`src/rtl/p_accumulator_pkg.sv`:
```
// p_accum_pkg: shared types and helpers for the p_accumulator dot-product stage.
//   ST_*      : state encodings for the accumulator FSM
//   state_t   : FSM state enum (IDLE, ACCUM, HOLD)
//   acc_width : default accumulator width for a given operand width / vector length
//   cnt_width : product counter width, never narrower than one bit
package p_accum_pkg;

  localparam logic [1:0] ST_IDLE  = 2'd0;
  localparam logic [1:0] ST_ACCUM = 2'd1;
  localparam logic [1:0] ST_HOLD  = 2'd2;

  typedef enum logic [1:0] {
    IDLE  = ST_IDLE,
    ACCUM = ST_ACCUM,
    HOLD  = ST_HOLD
  } state_t;

  // Width that can hold VEC_LEN full-scale products without overflow.
  function automatic int unsigned acc_width(input int unsigned width,
                                            input int unsigned vec_len);
    return 2 * width + $clog2(vec_len);
  endfunction

  function automatic int unsigned cnt_width(input int unsigned vec_len);
    return (vec_len > 1) ? $clog2(vec_len) : 1;
  endfunction

endpackage

```
`src/rtl/p_accumulator_if.sv`:
```
// p_accumulator_if: product-in / sum-out bundle between the multiplier side
// (master) and the accumulator (slave).
//   start      : open a new accumulation
//   prod       : unsigned product, 2*WIDTH bits
//   prod_valid : prod is a new product this cycle
//   in_ready   : accumulator accepts products (feeds multiplier enable)
//   sum        : accumulated result, ACC_WIDTH bits
//   sum_valid  : sum valid and held stable
//   sum_ack    : consumer takes sum
//   busy       : accumulator not idle
//   drop_err   : sticky, a product arrived while in_ready was low
//   ovf        : sticky saturation flag (zero unless saturation is built in)
interface p_accumulator_if #(
  parameter int unsigned WIDTH     = 8,
  parameter int unsigned ACC_WIDTH = 20
);
  logic                   start;
  logic [2*WIDTH-1:0]     prod;
  logic                   prod_valid;
  logic                   in_ready;
  logic [ACC_WIDTH-1:0]   sum;
  logic                   sum_valid;
  logic                   sum_ack;
  logic                   busy;
  logic                   drop_err;
  logic                   ovf;

  modport master (
    output start, prod, prod_valid, sum_ack,
    input  in_ready, sum, sum_valid, busy, drop_err, ovf
  );

  modport slave (
    input  start, prod, prod_valid, sum_ack,
    output in_ready, sum, sum_valid, busy, drop_err, ovf
  );
endinterface

```
`src/rtl/p_accumulator.sv`:
```
// p_accumulator: sums VEC_LEN unsigned products from p_multiplier into one
// dot-product result and holds it under a valid/ack handshake.
// Ports:
//   clk   : clock, rising edge
//   reset : synchronous, active-high; dominates all inputs
//   bus   : p_accumulator_if.slave (start, prod, prod_valid, in_ready, sum,
//           sum_valid, sum_ack, busy, drop_err, ovf)
// Optional build macro P_ACCUMULATOR_SAT_EN: adds saturate at all ones and
// raise sticky ovf; otherwise adds wrap modulo 2^ACC_WIDTH and ovf stays 0.
module p_accumulator
  import p_accum_pkg::*;
#(
  parameter int unsigned WIDTH     = 8,
  parameter int unsigned VEC_LEN   = 16,
  parameter int unsigned ACC_WIDTH = acc_width(WIDTH, VEC_LEN)
) (
  input  logic              clk,
  input  logic              reset,
  p_accumulator_if.slave    bus
);

  localparam int unsigned        CNT_W    = cnt_width(VEC_LEN);
  localparam logic [CNT_W-1:0]   CNT_LAST = CNT_W'(VEC_LEN - 1);

  state_t               state, state_nx;
  logic [ACC_WIDTH-1:0] acc, acc_nx;
  logic [ACC_WIDTH-1:0] sum_q, sum_nx;
  logic [CNT_W-1:0]     cnt, cnt_nx;
  logic                 drop_q, drop_nx;
  logic                 ovf_q, ovf_nx;
  logic                 in_ready;

  logic [ACC_WIDTH-1:0] add_res;
  logic                 add_ovf;

`ifdef P_ACCUMULATOR_SAT_EN
  logic [ACC_WIDTH:0] add_wide;

  // One extra bit catches the carry; once acc is all ones any non-zero
  // product carries again, so saturation persists until the next start.
  always_comb begin
    add_wide = {1'b0, acc} + (ACC_WIDTH + 1)'(bus.prod);
    add_ovf  = add_wide[ACC_WIDTH];
    add_res  = add_ovf ? '1 : add_wide[ACC_WIDTH-1:0];
  end
`else
  always_comb begin
    add_res = acc + ACC_WIDTH'(bus.prod);
    add_ovf = 1'b0;
  end
`endif

  assign in_ready = (state == ACCUM);

  always_comb begin
    state_nx = state;
    acc_nx   = acc;
    cnt_nx   = cnt;
    sum_nx   = sum_q;
    ovf_nx   = ovf_q;
    drop_nx  = drop_q | (bus.prod_valid & ~in_ready);

    unique case (state)
      IDLE: begin
        if (bus.start) begin
          state_nx = ACCUM;
          acc_nx   = '0;
          cnt_nx   = '0;
          ovf_nx   = 1'b0;
        end
      end

      ACCUM: begin
        if (bus.prod_valid) begin
          acc_nx = add_res;
          cnt_nx = cnt + CNT_W'(1);
          ovf_nx = ovf_q | add_ovf;
          if (cnt == CNT_LAST) begin
            sum_nx   = add_res;
            state_nx = HOLD;
          end
        end
      end

      HOLD: begin
        if (bus.sum_ack) begin
          if (bus.start) begin
            state_nx = ACCUM;
            acc_nx   = '0;
            cnt_nx   = '0;
            ovf_nx   = 1'b0;
          end else begin
            state_nx = IDLE;
          end
        end
      end

      default: state_nx = IDLE;
    endcase
  end

  always_ff @(posedge clk) begin
    if (reset) begin
      state  <= IDLE;
      acc    <= '0;
      cnt    <= '0;
      sum_q  <= '0;
      drop_q <= 1'b0;
      ovf_q  <= 1'b0;
    end else begin
      state  <= state_nx;
      acc    <= acc_nx;
      cnt    <= cnt_nx;
      sum_q  <= sum_nx;
      drop_q <= drop_nx;
      ovf_q  <= ovf_nx;
    end
  end

  // sum_valid is exactly "in HOLD": set on the accepting edge, cleared on ack.
  assign bus.in_ready  = in_ready;
  assign bus.busy      = (state != IDLE);
  assign bus.sum_valid = (state == HOLD);
  assign bus.sum       = sum_q;
  assign bus.drop_err  = drop_q;
  assign bus.ovf       = ovf_q;

endmodule

```
`src/flat_wrapper.sv`:
```
// flat-port wrapper written by rule: the top's interface ports become plain ports
module p_accumulator_flat import p_accum_pkg::*;
#(
  parameter int unsigned WIDTH     = 8,
  parameter int unsigned VEC_LEN   = 16,
  parameter int unsigned ACC_WIDTH = acc_width(WIDTH, VEC_LEN)
)
  (clk, reset, bus_start, bus_prod, bus_prod_valid, bus_sum_ack, bus_in_ready, bus_sum, bus_sum_valid, bus_busy, bus_drop_err, bus_ovf);
  p_accumulator_if #(.WIDTH(WIDTH), .ACC_WIDTH(ACC_WIDTH)) bus_i ();
  input  logic clk;
  input  logic reset;
  input wire logic [$bits(bus_i.start)-1:0] bus_start;
  input wire logic [$bits(bus_i.prod)-1:0] bus_prod;
  input wire logic [$bits(bus_i.prod_valid)-1:0] bus_prod_valid;
  input wire logic [$bits(bus_i.sum_ack)-1:0] bus_sum_ack;
  output wire logic [$bits(bus_i.in_ready)-1:0] bus_in_ready;
  output wire logic [$bits(bus_i.sum)-1:0] bus_sum;
  output wire logic [$bits(bus_i.sum_valid)-1:0] bus_sum_valid;
  output wire logic [$bits(bus_i.busy)-1:0] bus_busy;
  output wire logic [$bits(bus_i.drop_err)-1:0] bus_drop_err;
  output wire logic [$bits(bus_i.ovf)-1:0] bus_ovf;
  assign bus_i.start = bus_start;
  assign bus_i.prod = bus_prod;
  assign bus_i.prod_valid = bus_prod_valid;
  assign bus_i.sum_ack = bus_sum_ack;
  assign bus_in_ready = bus_i.in_ready;
  assign bus_sum = bus_i.sum;
  assign bus_sum_valid = bus_i.sum_valid;
  assign bus_busy = bus_i.busy;
  assign bus_drop_err = bus_i.drop_err;
  assign bus_ovf = bus_i.ovf;
  p_accumulator #(.WIDTH(WIDTH), .VEC_LEN(VEC_LEN), .ACC_WIDTH(ACC_WIDTH)) u_core (.clk(clk), .reset(reset), .bus(bus_i));
endmodule
```
`config.mk`:
```
export PLATFORM = sky130hd
export DESIGN_NAME = p_accumulator_flat
export DESIGN_NICKNAME = d
export VERILOG_FILES = /design/src/rtl/p_accumulator_pkg.sv /design/src/rtl/p_accumulator_if.sv /design/src/rtl/p_accumulator.sv /design/src/flat_wrapper.sv
export SDC_FILE = /design/constraint.sdc
export NUM_CORES = 1
export LEC_CHECK = 0
export ABC_AREA = 0
export BUFFER_PORTS_ARGS = -buffer_cell sky130_fd_sc_hd__buf_2
export CORE_MARGIN = 8
export CORE_UTILIZATION = 35
export DETAILED_ROUTE_END_ITERATION = 12
export PLACE_DENSITY = 0.64
export SLEW_MARGIN = 15
export SYNTH_ARGS = -nofsm -noshare
export SYNTH_HDL_FRONTEND = slang
export SYNTH_SLANG_ARGS = --single-unit
```
`constraint.sdc`:
```
create_clock -name clk -period 3.9 [get_ports clk]
set_input_delay 0.585 -clock clk [delete_from_list [all_inputs] [get_ports clk]]
set_output_delay 0.585 -clock clk [all_outputs]
set_load 0.02 [all_outputs]
```
==> flow_summary.json <==
{
  "path_clk_slew_ns": 0.09,
  "crit_path_end_kind": "register",
  "syn_nets": 380,
  "synth_largest_area_cell": "dfxtp_1",
  "final-seq-area_um2": 941,
  "required_ns": 4.07,
  "crit_type": "input port to register",
  "layout_setup_ws_ns": 1.35,
  "critical_path.cell_chain": "buf_2 -> ha_1 -> fa_1 -> a21o_1 -> a221oi_4 -> o21ai_0 -> a311o_1 -> a22oi_1 -> nor2_1",
  "worst-path-max-fanout": 3,
  "synth_top_area_share_pct": 34.2,
  "synth_top_cells_by_count": "47 x dfxtp_1, 43 x nand2_1, 39 x nor2_1, 34 x a21oi_1, 17 x ha_1",
  "power-per-cell-area_nw_per_um2": 308,
  "cp_slowest_stage_delay_ns": 0.42,
  "synth_ff_type": "dfxtp_1",
  "clock_latency_ns": 0.30,
  "ant_nets": 0,
  "peakVddDrop_uv": 201,
  "synthArstFlopShare_pct": 0,
  "hold_viol": 0,
  "cts.sinks": 47,
  "synth_xor_area_share_pct": 2.55,
  "antenna_found_initial": 0,
  "leakagePower_nw": 1.30,
  "pre_cts_ws_ns": 1.05,
  "synth.distinct_cells": 55,
  "route.vias.total": 2570,
  "cts_hold_buffers": 0,
  "post-cts-setup-buffers": 0,
  "first_pass_iters": 4,
  "drcViolationCount": 0,
  "port_buffers": 44,
  "critPathBufInv": 1,
  "synth.avg_cell_area_um2": 8.07,
  "slew_violations": 0,
  "fin_crit_sh_pct": 65.4,
  "finalSetupTns_ns": 0,
  "antenna_cells": 0,
  "worst_pin_slew_ns": 0.835,
  "synth_area_leaders": "dfxtp_1 34%, ha_1 7.7%, a21oi_1 6.2%, nand2_1 5.9%, nor2_1 5.3%",
  "cts_buffers": 5,
  "grt_usage_pct": 12.7,
  "cts.path.max_buffers": 2,
  "fmax_mhz": 392,
  "crit_path_start_kind": "input port",
  "gp_congestion": 0.840,
  "synth_top_family_by_area": "compound AO/OA/AOI/OAI gates",
  "dp_hpwl_um": 5050,
  "synth_most_common_cell": "dfxtp_1",
  "grt_pass1_wl_um": 11900,
  "grt_max_degree": 43,
  "slew_headroom_pct": 44.3,
  "synth_simple_gate_area_share_pct": 24.0,
  "ys_seq_elements": 47,
  "utilization_pct": 40.8,
  "hp-class": "register to register",
  "h-tree-depth": 2,
  "synth_area_um2": 2750,
  "cts_resized": 0,
  "nets": 417,
  "fp.dieH_um": 105,
  "drt_iter0_markers": 113,
  "synth_compound_area_share_pct": 26.7,
  "placementRows": 32,
  "totalWireLength_um": 7050,
  "start_util_pct": 35.8,
  "detail_route.wl_per_cell_um": 14.7,
  "synth_fa_ha_area_share_pct": 8.45,
  "cts_tree": "built",
  "multiInputGateArea_um2": 1730,
  "viasPerCell": 5.34,
  "skew_ns": 0.00707,
  "die_w_um": 105,
  "critPathSlowestCell": "fa_1",
  "root_buffer": "clkbuf_8",
  "n_fill_cell": 820,
  "yosys_warnings": 0,
  "rsz0062_at_grt": "false",
  "grt_pass1_vias": 2546,
  "synthMuxAreaShare_pct": 1.09,
  "finalCriticalPeriod_ns": 2.55,
  "crit_family": "compound AO/OA/AOI/OAI gates",
  "dieArea_um2": 11000,
  "worst-endpoint-arrival_ns": 2.72,
  "layout-drive-gt1-share_pct": 16.1,
  "pin_count": 46,
  "area_growth_pct": 13.8,
  "outcome": "finished clean",
  "postSynthCellCount": 341,
  "synth_edf_count": 0,
  "core_area_um2": 7690,
  "drv_cap": 0,
  "globalRoute.totalOverflow": 0,
  "finalSetupViolCount": 0,
  "synth.yosys.seq_area_share_pct": 34.2,
  "power_w": 0.000965
}
## final timing paths
| kind | start | to | slack, ns | cells past startpoint |
|---|---|---|---|---|
| max reg2reg | u_core.acc[0] | u_core.bus.sum[10] | 1.42 | 8 |
| max | bus_prod[0] | u_core.bus.sum[10] | 1.35 | 9 |
| min reg2reg | u_core.bus.sum[1] | u_core.bus.sum[1] | 0.46 | 2 |
| min | u_core.bus.sum[1] | u_core.bus.sum[1] | 0.46 | 2 |
## where the power goes
group	switching (W)	internal, W	total [W]
clock	0.000168	0.000126	0.000294
sequential	0.00000736	0.000490	0.000497
combinational	0.000109	0.0000637	0.000173
## worst reg2reg max path, cell delays in order (launching register included)
cell,delay (ns)
dfxtp_1,0.32
ha_1,0.20
fa_1,0.42
a21o_1,0.22
a221oi_4,0.36
o21ai_0,0.20
a311o_1,0.41
a22oi_1,0.16
nor2_1,0.05
## cells in the final DEF, fill, tap and decap left out, types with 5 or more instances in the layout
cell,instances
a22oi_1,12
nand2_1,43
nand2b_1,5
and3_1,5
or3_1,5
o21ai_0,12
nor3_1,8
clkbuf_8,5
nor2b_1,5
nand4_1,5
nor2_1,39
dfxtp_1,47
a21oi_1,34
ha_1,17
a211oi_1,7
buf_2,44
a21o_1,6
nand3_1,14
## registers in the layout (all words and copies together), names as in the netlist
name	flops
u_core.bus.sum	20
u_core.bus.drop_err	1
u_core.cnt	4
u_core.acc	20
u_core.state	2
## layout make-up
class / count / area share [%]
multi-input combinational: 274 / 55.3
sequential: 47 / 30.0
timing repair buffer: 46 / 7.51
tap: 102 / 4.07
clock buffer: 7 / 2.44
inverter: 4 / 0.479
clock inverter: 1 / 0.160
## cells by family (layout without fill, tap and decap cells)
| logic type | Yosys count | count (layout) |
|---|---|---|
| AOI/OAI and AO/OA | 104 | 104 |
| xor gates and xnor gates | 8 | 8 |
| adders and majority gates | 18 | 18 |
| buffers and inverters | 20 | 58 |
| DFF | 47 | 47 |
| muxes | 3 | 3 |
| other | 1 | 1 |
| and+or+nand+nor | 140 | 140 |
## layer usage
layer  part of all wire, %  routed length, um  GRT usage, %
met1                    47               3340          14.8
met2                    47               3330          22.9
met3                   4.8                340          3.81
met4                  0.62                 44          2.14
met5                     0                  0             0
## metrics by stage
step	instances	cell area (um^2)	hold slack (ns)
finish	481	3130	0.457
global route	481	3130	0.481
CTS	481	3130	0.463
detailed placement	473	3050	0.449
global placement	473	3050	0.443
floorplan	341	2750	0.432
No activity file was read; power rests on OpenSTA's default activity.
